## config.mk

```make
export PLATFORM = sky130hd
export DESIGN_NAME = ps2_key_mapper
export DESIGN_NICKNAME = d
export VERILOG_FILES = /design/src/rtl/ps2_key_mapper.sv
export SDC_FILE = /design/constraint.sdc
export NUM_CORES = 1
export LEC_CHECK = 0
export BUFFER_PORTS_ARGS = -buffer_cell sky130_fd_sc_hd__clkbuf_2
export CAP_MARGIN = 10
export CELL_PAD_IN_SITES_DETAIL_PLACEMENT = 1
export CELL_PAD_IN_SITES_GLOBAL_PLACEMENT = 2
export CORE_MARGIN = 10
export CORE_UTILIZATION = 42
export CTS_CLUSTER_DIAMETER = 150
export CTS_CLUSTER_SIZE = 30
export DETAILED_ROUTE_END_ITERATION = 7
export MAX_ROUTING_LAYER = met4
export PLACE_DENSITY = 0.84
export SETUP_SLACK_MARGIN = 0.2
export SYNTH_ARGS = -nofsm -noshare
export SYNTH_HDL_FRONTEND = slang
export SYNTH_SLANG_ARGS = --single-unit
```

## constraint.sdc

```tcl
create_clock -name clk_sys -period 4.1 [get_ports clk_sys]
set_clock_uncertainty 0.2 [all_clocks]
set_input_delay 0.82 -clock clk_sys [delete_from_list [all_inputs] [get_ports clk_sys]]
set_output_delay 0.82 -clock clk_sys [all_outputs]
set_load 0.01 [all_outputs]
```

## src/rtl/ps2_key_mapper.sv

```systemverilog
// Keyboard-to-button decoder: maps hps_io ps2_key events onto NUM_BTN held buttons
// through a runtime-writable keymap, with per-button autofire and press strobes.
module ps2_key_mapper #(
    parameter int                      NUM_BTN     = 16,
    parameter logic [NUM_BTN*10-1:0]   DEFAULT_MAP = '0,
    parameter logic [NUM_BTN-1:0]      AF_MASK     = '0,
    parameter int                      AF_W        = 20
) (
    input  logic                clk_sys,
    input  logic                reset_n,
    input  logic [64:0]         ps2_key,
    input  logic                map_we,
    input  logic [4:0]          map_idx,
    input  logic [9:0]          map_data,
    input  logic                clear,
    input  logic                af_en,
    input  logic [AF_W-1:0]     af_period,
    output logic [NUM_BTN-1:0]  btn_held,
    output logic [NUM_BTN-1:0]  btn_out,
    output logic [NUM_BTN-1:0]  btn_pulse,
    output logic                key_evt
);

    localparam logic [AF_W-1:0] LP_AF_ONE = 1;

    logic [9:0]         r_map [NUM_BTN];
    logic               r_toggle_q;
    logic               r_init;
    logic [NUM_BTN-1:0] r_held;
    logic [NUM_BTN-1:0] r_out;
    logic [NUM_BTN-1:0] r_pulse;
    logic               r_evt;
    logic [AF_W-1:0]    r_af_cnt;
    logic               r_af_phase;

    logic               w_pressed;
    logic               w_extended;
    logic               w_event;
    logic               w_accept;
    logic [NUM_BTN-1:0] w_match;
    logic [NUM_BTN-1:0] w_we_hit;
    logic [NUM_BTN-1:0] w_held_nxt;
    logic [NUM_BTN-1:0] w_af_gate;
    logic               w_af_active;
    logic               w_af_wrap;

    always_comb begin
        w_pressed  = (ps2_key[15:8] != 8'hF0);
        w_extended = w_pressed ? (ps2_key[15:8] == 8'hE0) : (ps2_key[23:16] == 8'hE0);
        w_event    = !r_init && (ps2_key[64] != r_toggle_q);
        // Multi-byte PRNSCR/PAUSE sequences are dropped entirely
        w_accept   = w_event && (ps2_key[63:24] == '0);
    end

    always_comb begin
        w_match  = '0;
        w_we_hit = '0;
        for (int unsigned i = 0; i < NUM_BTN; i++) begin
            w_match[i]  = (r_map[i][7:0] == ps2_key[7:0]) && (r_map[i][7:0] != '0) &&
                          (r_map[i][9] || (r_map[i][8] == w_extended));
            w_we_hit[i] = map_we && (map_idx == 5'(i));
        end
    end

    // Rewriting an entry releases its button; clear overrides everything
    always_comb begin
        w_held_nxt = r_held;
        for (int unsigned i = 0; i < NUM_BTN; i++) begin
            if (w_accept && w_match[i]) begin
                w_held_nxt[i] = w_pressed;
            end
            if (w_we_hit[i]) begin
                w_held_nxt[i] = 1'b0;
            end
        end
        if (clear) begin
            w_held_nxt = '0;
        end
    end

    always_comb begin
        w_af_active = af_en && (|(r_held & AF_MASK));
        w_af_wrap   = (r_af_cnt == (af_period - LP_AF_ONE));
        w_af_gate   = AF_MASK & {NUM_BTN{af_en & ~r_af_phase}};
    end

    always_ff @(posedge clk_sys or negedge reset_n) begin
        if (!reset_n) begin
            for (int unsigned i = 0; i < NUM_BTN; i++) begin
                r_map[i] <= DEFAULT_MAP[10*i +: 10];
            end
        end else begin
            for (int unsigned i = 0; i < NUM_BTN; i++) begin
                if (w_we_hit[i]) begin
                    r_map[i] <= map_data;
                end
            end
        end
    end

    always_ff @(posedge clk_sys or negedge reset_n) begin
        if (!reset_n) begin
            r_toggle_q <= 1'b0;
            r_init     <= 1'b1;
            r_held     <= '0;
            r_pulse    <= '0;
            r_evt      <= 1'b0;
        end else begin
            r_toggle_q <= ps2_key[64];
            r_init     <= 1'b0;
            r_held     <= w_held_nxt;
            r_pulse    <= w_held_nxt & ~r_held;
            r_evt      <= w_accept;
        end
    end

    // Counter wraps through 2^AF_W if af_period shrinks below the current count
    always_ff @(posedge clk_sys or negedge reset_n) begin
        if (!reset_n) begin
            r_af_cnt   <= '0;
            r_af_phase <= 1'b1;
        end else if (!w_af_active || (af_period == '0)) begin
            r_af_cnt   <= '0;
            r_af_phase <= 1'b1;
        end else if (w_af_wrap) begin
            r_af_cnt   <= '0;
            r_af_phase <= ~r_af_phase;
        end else begin
            r_af_cnt   <= r_af_cnt + LP_AF_ONE;
        end
    end

    always_ff @(posedge clk_sys or negedge reset_n) begin
        if (!reset_n) begin
            r_out <= '0;
        end else begin
            r_out <= r_held & ~w_af_gate;
        end
    end

    assign btn_held  = r_held;
    assign btn_out   = r_out;
    assign btn_pulse = r_pulse;
    assign key_evt   = r_evt;

endmodule

```

== Word level (Yosys, flattened, before mapping) ==
Cells that the tools add are included.
W data, S select, Z words.
Word-level totals
  flip-flop bits (word level): 211
  latch bits: 0
  RAM bits: 0
  ROM bits: 0
  input port bits: 105
  output and inout port bits: 49
  word-level logic and storage cells: 210
  memories: 0
Cells by class
  $add $sub $neg: 0
  multipliers: 0
  divide/modulo/power cells: 0
  $lt $le $gt $ge: 0
  equality and inequality tests: 51
  shift operators: 0
  multiplexer cells: 34
  bitwise logic cells: 2
  reductions and logical operators: 101
Operators by type and width (count)
  $eq A8 B8 Y1: 16
  $reduce_bool A8 Y1: 16
  $logic_and A1 B1 Y1: 66
  $eq A5 B4 Y1 const B: 8
  $logic_not A40 Y1: 1
  $mux W1: 33
  $eq A5 B3 Y1 const B: 4
  $and A16 B16 Y16: 1
  $eq A1 B1 Y1: 16
  $eq A8 B8 Y1 const B: 2
  $logic_or A1 B1 Y1: 16
  $mux W16: 1
  $not A16 Y16: 1
  $eq A5 B2 Y1 const B: 2
  $ne A8 B8 Y1 const B: 1
  $eq A5 B1 Y1 const B: 1
  $logic_not A5 Y1: 1
  $logic_not A1 Y1: 1
  $ne A1 B1 Y1: 1

== Longest topological paths before layout ==
Gate-level depths: netlist of the first run.
  depth in word-level cells: 10
  mapped depth: 7
  mapped depth without buffers: 5

== Worst setup path after synthesis of the first run ==
OpenSTA, ideal clock, no wires.
  path kind: input-to-reg
  start: input port ps2_key[49]
  end: register r_held[13] (netlist: btn_held[13])
  library setup time: 79 ps
  arrival time: 2339 ps
  required time: 3821 ps
  path slack: 1481 ps
  stages on the path: 7
  path buffers: 2
  cell sequence: nor4_2 -> nand4_1 -> or3_1 -> buf_6 -> buf_12 -> a2111oi_4 -> mux2i_1
On the way
  word-level cells in the longest chain between the ends: 6
Ends and longest elaborated chain
  start, declared: line 11  | input logic [64:0] ps2_key,
  $logic_not A40 Y1: line 52  | w_accept = w_event && (ps2_key[63:24] == '0);
  $logic_and A1 B1 Y1: line 52
  $logic_and A1 B1 Y1: line 69  | if (w_accept && w_match[i]) begin
  $mux W1: line 69
  $mux W1: line 72  | if (w_we_hit[i]) begin
  $mux W16: line 76  | if (clear) begin
  named net w_held_nxt[13]: line 42  | logic [NUM_BTN-1:0] w_held_nxt;
  end signal, assigned: line 111  | r_held <= w_held_nxt;
  end, declared: line 29  | logic [NUM_BTN-1:0] r_held;
The timed path passes the listed nets, and every way through them passes these cells.
A chain may end at the register's enable or synchronous reset.

== Worst setup path in the final report of the first run ==
  start: input port ps2_key[16]
  end: register r_pulse[8] (netlist: btn_pulse[8])
On the way
  word-level cells in the longest chain between the ends: 10
Ends and longest elaborated chain
  $eq A8 B8 Y1: line 49  | w_extended = w_pressed ? (ps2_key[15:8] == 8'hE0) : (ps2_key[23:16] == 8'hE0);
  $mux W1: line 49
  $eq A1 B1 Y1: line 60  | (r_map[i][9] || (r_map[i][8] == w_extended));
  $logic_or A1 B1 Y1: line 60
  $logic_and A1 B1 Y1: line 59  | w_match[i] = (r_map[i][7:0] == ps2_key[7:0]) && (r_map[i][7:0] != '0) &&
  $logic_and A1 B1 Y1: line 69
  $mux W1: line 69
  $mux W1: line 72
  $mux W16: line 76
  $and A16 B16 Y16: line 112  | r_pulse <= w_held_nxt & ~r_held;
  end signal, assigned: line 112
  end, declared: line 31  | logic [NUM_BTN-1:0] r_pulse;
No other way between the ends.

==> metrics.txt, run 1 <==
Post-CTS Setup Inserts=0; TritonCTS Buffers=11; pin count of the biggest net entering global routing=90; wirelength, routed=29330 um; Critical Path Stages=7; crit path buf inv count=2; hold_buf cts=0; Post-Syn Area=10590 sq um; biggest cell delay along the critical path=0.60 ns; number of diodes=0; Die Footprint=31960 sq um; Synth Instances=838; CTS clk-pin slew, worst paths=0.11 ns; Root Buffer Master=clkbuf_16; Most used DFF post-synth=dfrtp_1; Hold Slack=0.1385 ns; DR vias=7131; Layout area overhead=12.03%; grt ovf=0; RePlAce Congestion=0.8545; setup TNS=0 ns; Overall Global Routing Usage=18.65%; Initial DRC Count=420; FF/Latch Area=5281 sq um; initial antenna violation count=0; mean routed wirelength per cell=22.90 um; slew margin rel.=38.98%; post-cts gate resize count=0; post-layout min period=2.844 ns; ys async rst share=100.0%; Seq/Total Area, Yosys=49.88%; DR vias/cell=5.567; core box area=24960 sq um; actual slew at the worst max-slew pin=0.9123 ns; area occupied by multi-input gates=4976 sq um; Tcrit/Tclk final=69.37%; H-tree depth=1; # DRC=0; worst path required time=4.21 ns; CTS tree=yes; Setup Crit Path Kind=primary input to register; CP top delay family=simple AND/OR/NAND/NOR gates; syn nets=943; fill cell total of the finished layout=2627; Final ANT Viol Nets=0; commonest non-fill, non-tap cell in the layout=dfrtp_1; global-route wire length before repair=45180 um; Synth Register Bits=211; max-slew violation count=0; syn_area_per_cell=12.63 sq um; worst setup path start=ps2_key[16]; Die X=178.8 um; Max VDD drop=0.0002340 V; layout cells sized above 1=37.12%; Hold Fails Final Rpt=0; Arr. time, crit path=2.96 ns; crit-path max FO=12; Syn. warnings=0; crit path cell chain=clkbuf_2 -> or4_1 -> o21ai_2 -> buf_4 -> nand2_1 -> xnor2_1 -> a2111oi_0; Reg2Reg Depth=5; Distinct cells, synth=48; Initial Utilization=42.41%; die height=178.8 um; Placed Cells=1265; Max-Cap Viols=0; R2R Setup Slk=1.75 ns; Post-synth EDFFs=0; commonest cells after routing, fill and taps aside=dfrtp_1, mux2_2, clkbuf_2, xor2_1, xnor2_1; Rows=58; nets=1053; outcome=complete, no violations; # IOs=154; CP startpoint kind=primary input; Finished Layout Cells=1281; Finish-stage setup viols=0; vias in the first global route=7770; RSZ-0062 raised after global routing=no; Power Dens Cells=404.2 nW/um^2; clk sinks=211; Leak=5.259 nW; Hold WC Path Type=primary input to async pin; number of iterations in the first detailed-routing pass=4; Buffers on Ports=132; Worst-Skew Late Latency=0.48 ns; Max Freq=351.6 MHz; Post-DP HPWL=20170 um; clk buf depth=3; slowest stage cell, crit path=or4_1; Worst R2R Start=r_map[14]; Util after Layout=47.51%; Worst Setup End Kind=register
[cell type report]
type / instances / share of cell area, %
clock inverters: 1 / 0.2532
clock buffers: 15 / 2.447
well taps: 330 / 3.481
inverters: 10 / 0.3165
repair buffers: 152 / 7.025
flip-flops and latches: 211 / 44.53
multi-input cells: 562 / 41.95
[registers in the layout, summed over array words and instances, names as in the netlist]
| signal | flops |
|---|---|
| btn_held | 16 |
| btn_out | 16 |
| btn_pulse | 16 |
| key_evt | 1 |
| r_init | 1 |
| r_map | 160 |
| r_toggle_q | 1 |
[cell families after synthesis]
logic type | synth area share (%)
other | 0.03542
buffers and inverters | 3.179
DFF | 49.88
muxes | 18.10
AOI/OAI and AO/OA | 9.182
xor gates and xnor gates | 9.679
and+or+nand+nor | 9.939
[report_power, final]
group / leakage [nW] / total, mW / switching, mW / internal, mW
Combinational: 2.36 / 0.932 / 0.440 / 0.493
Sequential: 2.75 / 2.64 / 0.254 / 2.39
Clock: 0.152 / 1.22 / 0.699 / 0.518
[path summary, 6_finish.rpt]
| kind | end |
|---|---|
| min | btn_held[5] |
| min in group clk_sys | btn_out[12] |
| max reg2reg | btn_pulse[14] |
| min reg2reg | btn_out[12] |
| max | btn_pulse[8] |
| max in group asynchronous | r_map[26] |
[worst register-to-register path: cells and delay by family (launching register included)]
| kind | cells | cell delay (ns) |
|---|---|---|
| xor gates and xnor gates | 1 | 0.17 |
| DFF | 1 | 0.43 |
| and+or+nand+nor | 1 | 0.26 |
| AOI/OAI and AO/OA | 3 | 1.19 |
[layer usage]
metal,GRT usage [%],share of wire (%),vias up
met2,32.82,50,148
met5,-,0,-
met1,22.27,43,3711
li1,-,-,3236
met4,4.168,2.2,0
met3,2.612,4.3,36
[cell usage after synthesis, types with 2 or more instances]
master,number,share of area (%)
a2111oi_0,9,0.74
a2111oi_2,7,0.99
a2111oi_4,9,2.3
a211o_1,22,1.8
a21oi_1,23,1.1
and2_1,2,0.12
buf_1,11,0.39
buf_2,16,0.76
buf_4,3,0.21
buf_6,6,0.64
clkbuf_1,18,0.64
dfrtp_1,210,50
inv_1,10,0.35
mux2_2,156,17
mux2i_1,16,1.5
nand2_1,32,1.1
nand2b_1,18,1.1
nand3_1,5,0.24
nand3b_1,11,0.78
nand4_1,9,0.53
nor2_1,21,0.74
nor2b_1,5,0.30
nor3_1,4,0.19
nor4_1,41,2.4
nor4_2,2,0.24
nor4b_1,5,0.41
nor4b_2,3,0.43
o2111a_1,6,0.64
o211a_1,4,0.38
o211ai_1,11,0.78
o21ai_0,5,0.24
or2b_1,2,0.14
or3b_2,6,0.50
xnor2_1,57,4.7
xor2_1,60,5.0
[stage by stage]
stage | cell area (sq um) | worst slack, ns | power [mW]
after CTS | 11860 | 1.272 | 4.841
final | 11860 | 1.256 | 4.794
after global routing | 11860 | 1.126 | 5.052
after detailed placement | 11540 | 0.7708 | 3.627
after floorplan | 10590 | 1.481 | 3.326
after global placement | 11540 | 0.8711 | 3.568
(Power assumes the default switching activity.)
==> inputs of run 2 (changes only) <==
--- a/config.mk
+++ b/config.mk
@@ -10,12 +10,12 @@
 export CELL_PAD_IN_SITES_DETAIL_PLACEMENT = 1
 export CELL_PAD_IN_SITES_GLOBAL_PLACEMENT = 2
 export CORE_MARGIN = 10
-export CORE_UTILIZATION = 42
+export CORE_UTILIZATION = 35
 export CTS_CLUSTER_DIAMETER = 150
 export CTS_CLUSTER_SIZE = 30
 export DETAILED_ROUTE_END_ITERATION = 7
 export MAX_ROUTING_LAYER = met4
-export PLACE_DENSITY = 0.84
+export PLACE_DENSITY = 0.75
 export SETUP_SLACK_MARGIN = 0.2
 export SYNTH_ARGS = -nofsm -noshare
 export SYNTH_HDL_FRONTEND = slang
==> constraint.sdc (replaced) <==
create_clock -name clk_sys -period 2.39 [get_ports clk_sys]
set_clock_uncertainty 0.2 [all_clocks]
set_input_delay 0.478 -clock clk_sys [delete_from_list [all_inputs] [get_ports clk_sys]]
set_output_delay 0.478 -clock clk_sys [all_outputs]
set_load 0.01 [all_outputs]
==> run 2 against run 1 <==
Combinational power rose by 89%. Global-route usage decreased by 2.0 points. Sequential power grew 72%. Largest cell class unchanged. Highest routed layer unchanged.
==> metrics.txt, run 2 (synthesis results as in run 1) <==
wirelength, routed=31160 um; Worst-Skew Late Latency=0.49 ns; die height=193.9 um; Reg with most FFs=r_map; vias in the first global route=7999; Arr. time, crit path=2.35 ns; Layout area overhead=21.93%; Overall Global Routing Usage=16.60%; Worst Setup End Kind=register; Initial Utilization=35.63%; worst setup margin=0.2665 ns; Initial DRC Count=361; post-layout min period=2.124 ns; Finished Layout Cells=1413; Setup Crit Path Kind=register to register; nets=1124; layout cells sized above 1=43.39%; Power Dens Cells=653.0 nW/um^2; crit-path max FO=2; CTS clk-pin slew, worst paths=0.12 ns; clk buf depth=3; TritonCTS Buffers=11; Hold WC Path Type=primary input to register; Final ANT Viol Nets=0; global-route wire length before repair=48780 um; Post-DP HPWL=21950 um; # DRC=0; Die Footprint=37610 sq um; DR vias/cell=5.264; Finish-stage setup viols=0; grt ovf=0; Area after DPL=12330 sq um; commonest cells after routing, fill and taps aside=dfrtp_1, mux2_2, clkbuf_2, buf_4, xor2_1; RSZ-0062 raised after global routing=yes; Power Total=8.430 mW; CTS tree=yes; worst path required time=2.61 ns; number of iterations in the first detailed-routing pass=4; Largest register FFs=160; Placed Cells=1386; # IOs=154; max-slew violation count=0; commonest non-fill, non-tap cell in the layout=dfrtp_1; Leak=5.680 nW; Max VDD drop=0.0003548 V; Buffers on Ports=132; Max Freq=470.9 MHz; CP startpoint kind=register; DR vias=7438; Root Buffer Master=clkbuf_16; clk sinks=211; Place WS=-0.3295 ns; FF/Latch Area=5281 sq um; mean routed wirelength per cell=22.05 um; pin count of the biggest net entering global routing=54; Die X=193.9 um; fill cell total of the finished layout=3140; actual slew at the worst max-slew pin=0.5554 ns; Rows=63; RePlAce Congestion=0.7991; outcome=complete, no violations; Max-Cap Viols=0; slew margin rel.=62.98%; Hold Fails Final Rpt=0; H-tree depth=1; Tcrit/Tclk final=88.85%; core box area=29720 sq um; post-route cell area=12910 sq um; area occupied by multi-input gates=5202 sq um; initial antenna violation count=0
-- run 2: cell types whose count changed in the layout (fill, tap and decap cells not counted), sizes merged --
cell / before / now
buf: 21 / 91
clkbuf: 146 / 144
diode: 0 / 2
dlygate4sd3: 0 / 2
-- run 2: path summary, 6_finish.rpt --
kind,startpoint,end,slack (ns),depth (start not counted)
worst max-delay path,r_map[93],btn_held[6],0.27,7
worst min-delay path,ps2_key[50],key_evt,0.12,4
worst max register to register,r_map[93],btn_held[6],0.27,7
worst min register to register,btn_held[2],btn_out[2],0.25,0
max in group asynchronous,reset_n,r_map[105],1.02,3
min in group asynchronous,reset_n,r_map[121],0.27,2
-- run 2: critical path: stages, from the launching register on --
cell       delay (ns)
dfrtp_1          0.40
xor2_1           0.16
nor4_2           0.32
buf_4            0.16
o211ai_1         0.09
buf_4            0.17
a2111oi_4        0.34
mux2i_1          0.22
-- run 2: area by class of cell --
| cell class | instances | share of cell area (%) |
|---|---|---|
| Inverter | 10 | 0.2908 |
| Clock buffer | 14 | 2.219 |
| Antenna cell | 2 | 0.03877 |
| Tap cell | 390 | 3.780 |
| Sequential cell | 211 | 40.91 |
| Timing Repair Buffer | 223 | 12.23 |
| Clock inverter | 1 | 0.2326 |
| Multi-Input combinational cell | 562 | 40.30 |
-- run 2: repair_timing --
item                                    CTS  global route
gates resized for setup                   6            21
cloned                                    1             0
hold buffers                              1             1
pin swaps                                 6            10
endpoints found under the setup margin   15            29
setup buffers                             3             4
endpoints found under the hold margin    40             1
-- run 2: metal layers --
metal  GRT usage, %  wire length [um]  up-vias
met5              -                 0        -
met4          3.464               450        0
met3          2.299              1040       24
met2          28.21             15610      144
met1          20.68             14060     3885
li1               -                 -     3385
-- run 2: per-stage QoR --
stage / TNS [ns] / utilization, % / hold slack (ns)
2_1_floorplan: 0 / - / -0.01759
3_3_place_gp: -6.614 / 41.50 / 0.2069
3_5_place_dp: -7.134 / 41.50 / 0.2048
4_1_cts: 0 / 42.91 / -0.09358
5_1_grt: 0 / 43.43 / 0.1410
6_report: 0 / 43.44 / 0.1203
-- run 2: power breakdown --
group,switching (mW),internal [mW]
combinational,0.830,0.930
sequential,0.443,4.10
clock,1.24,0.884
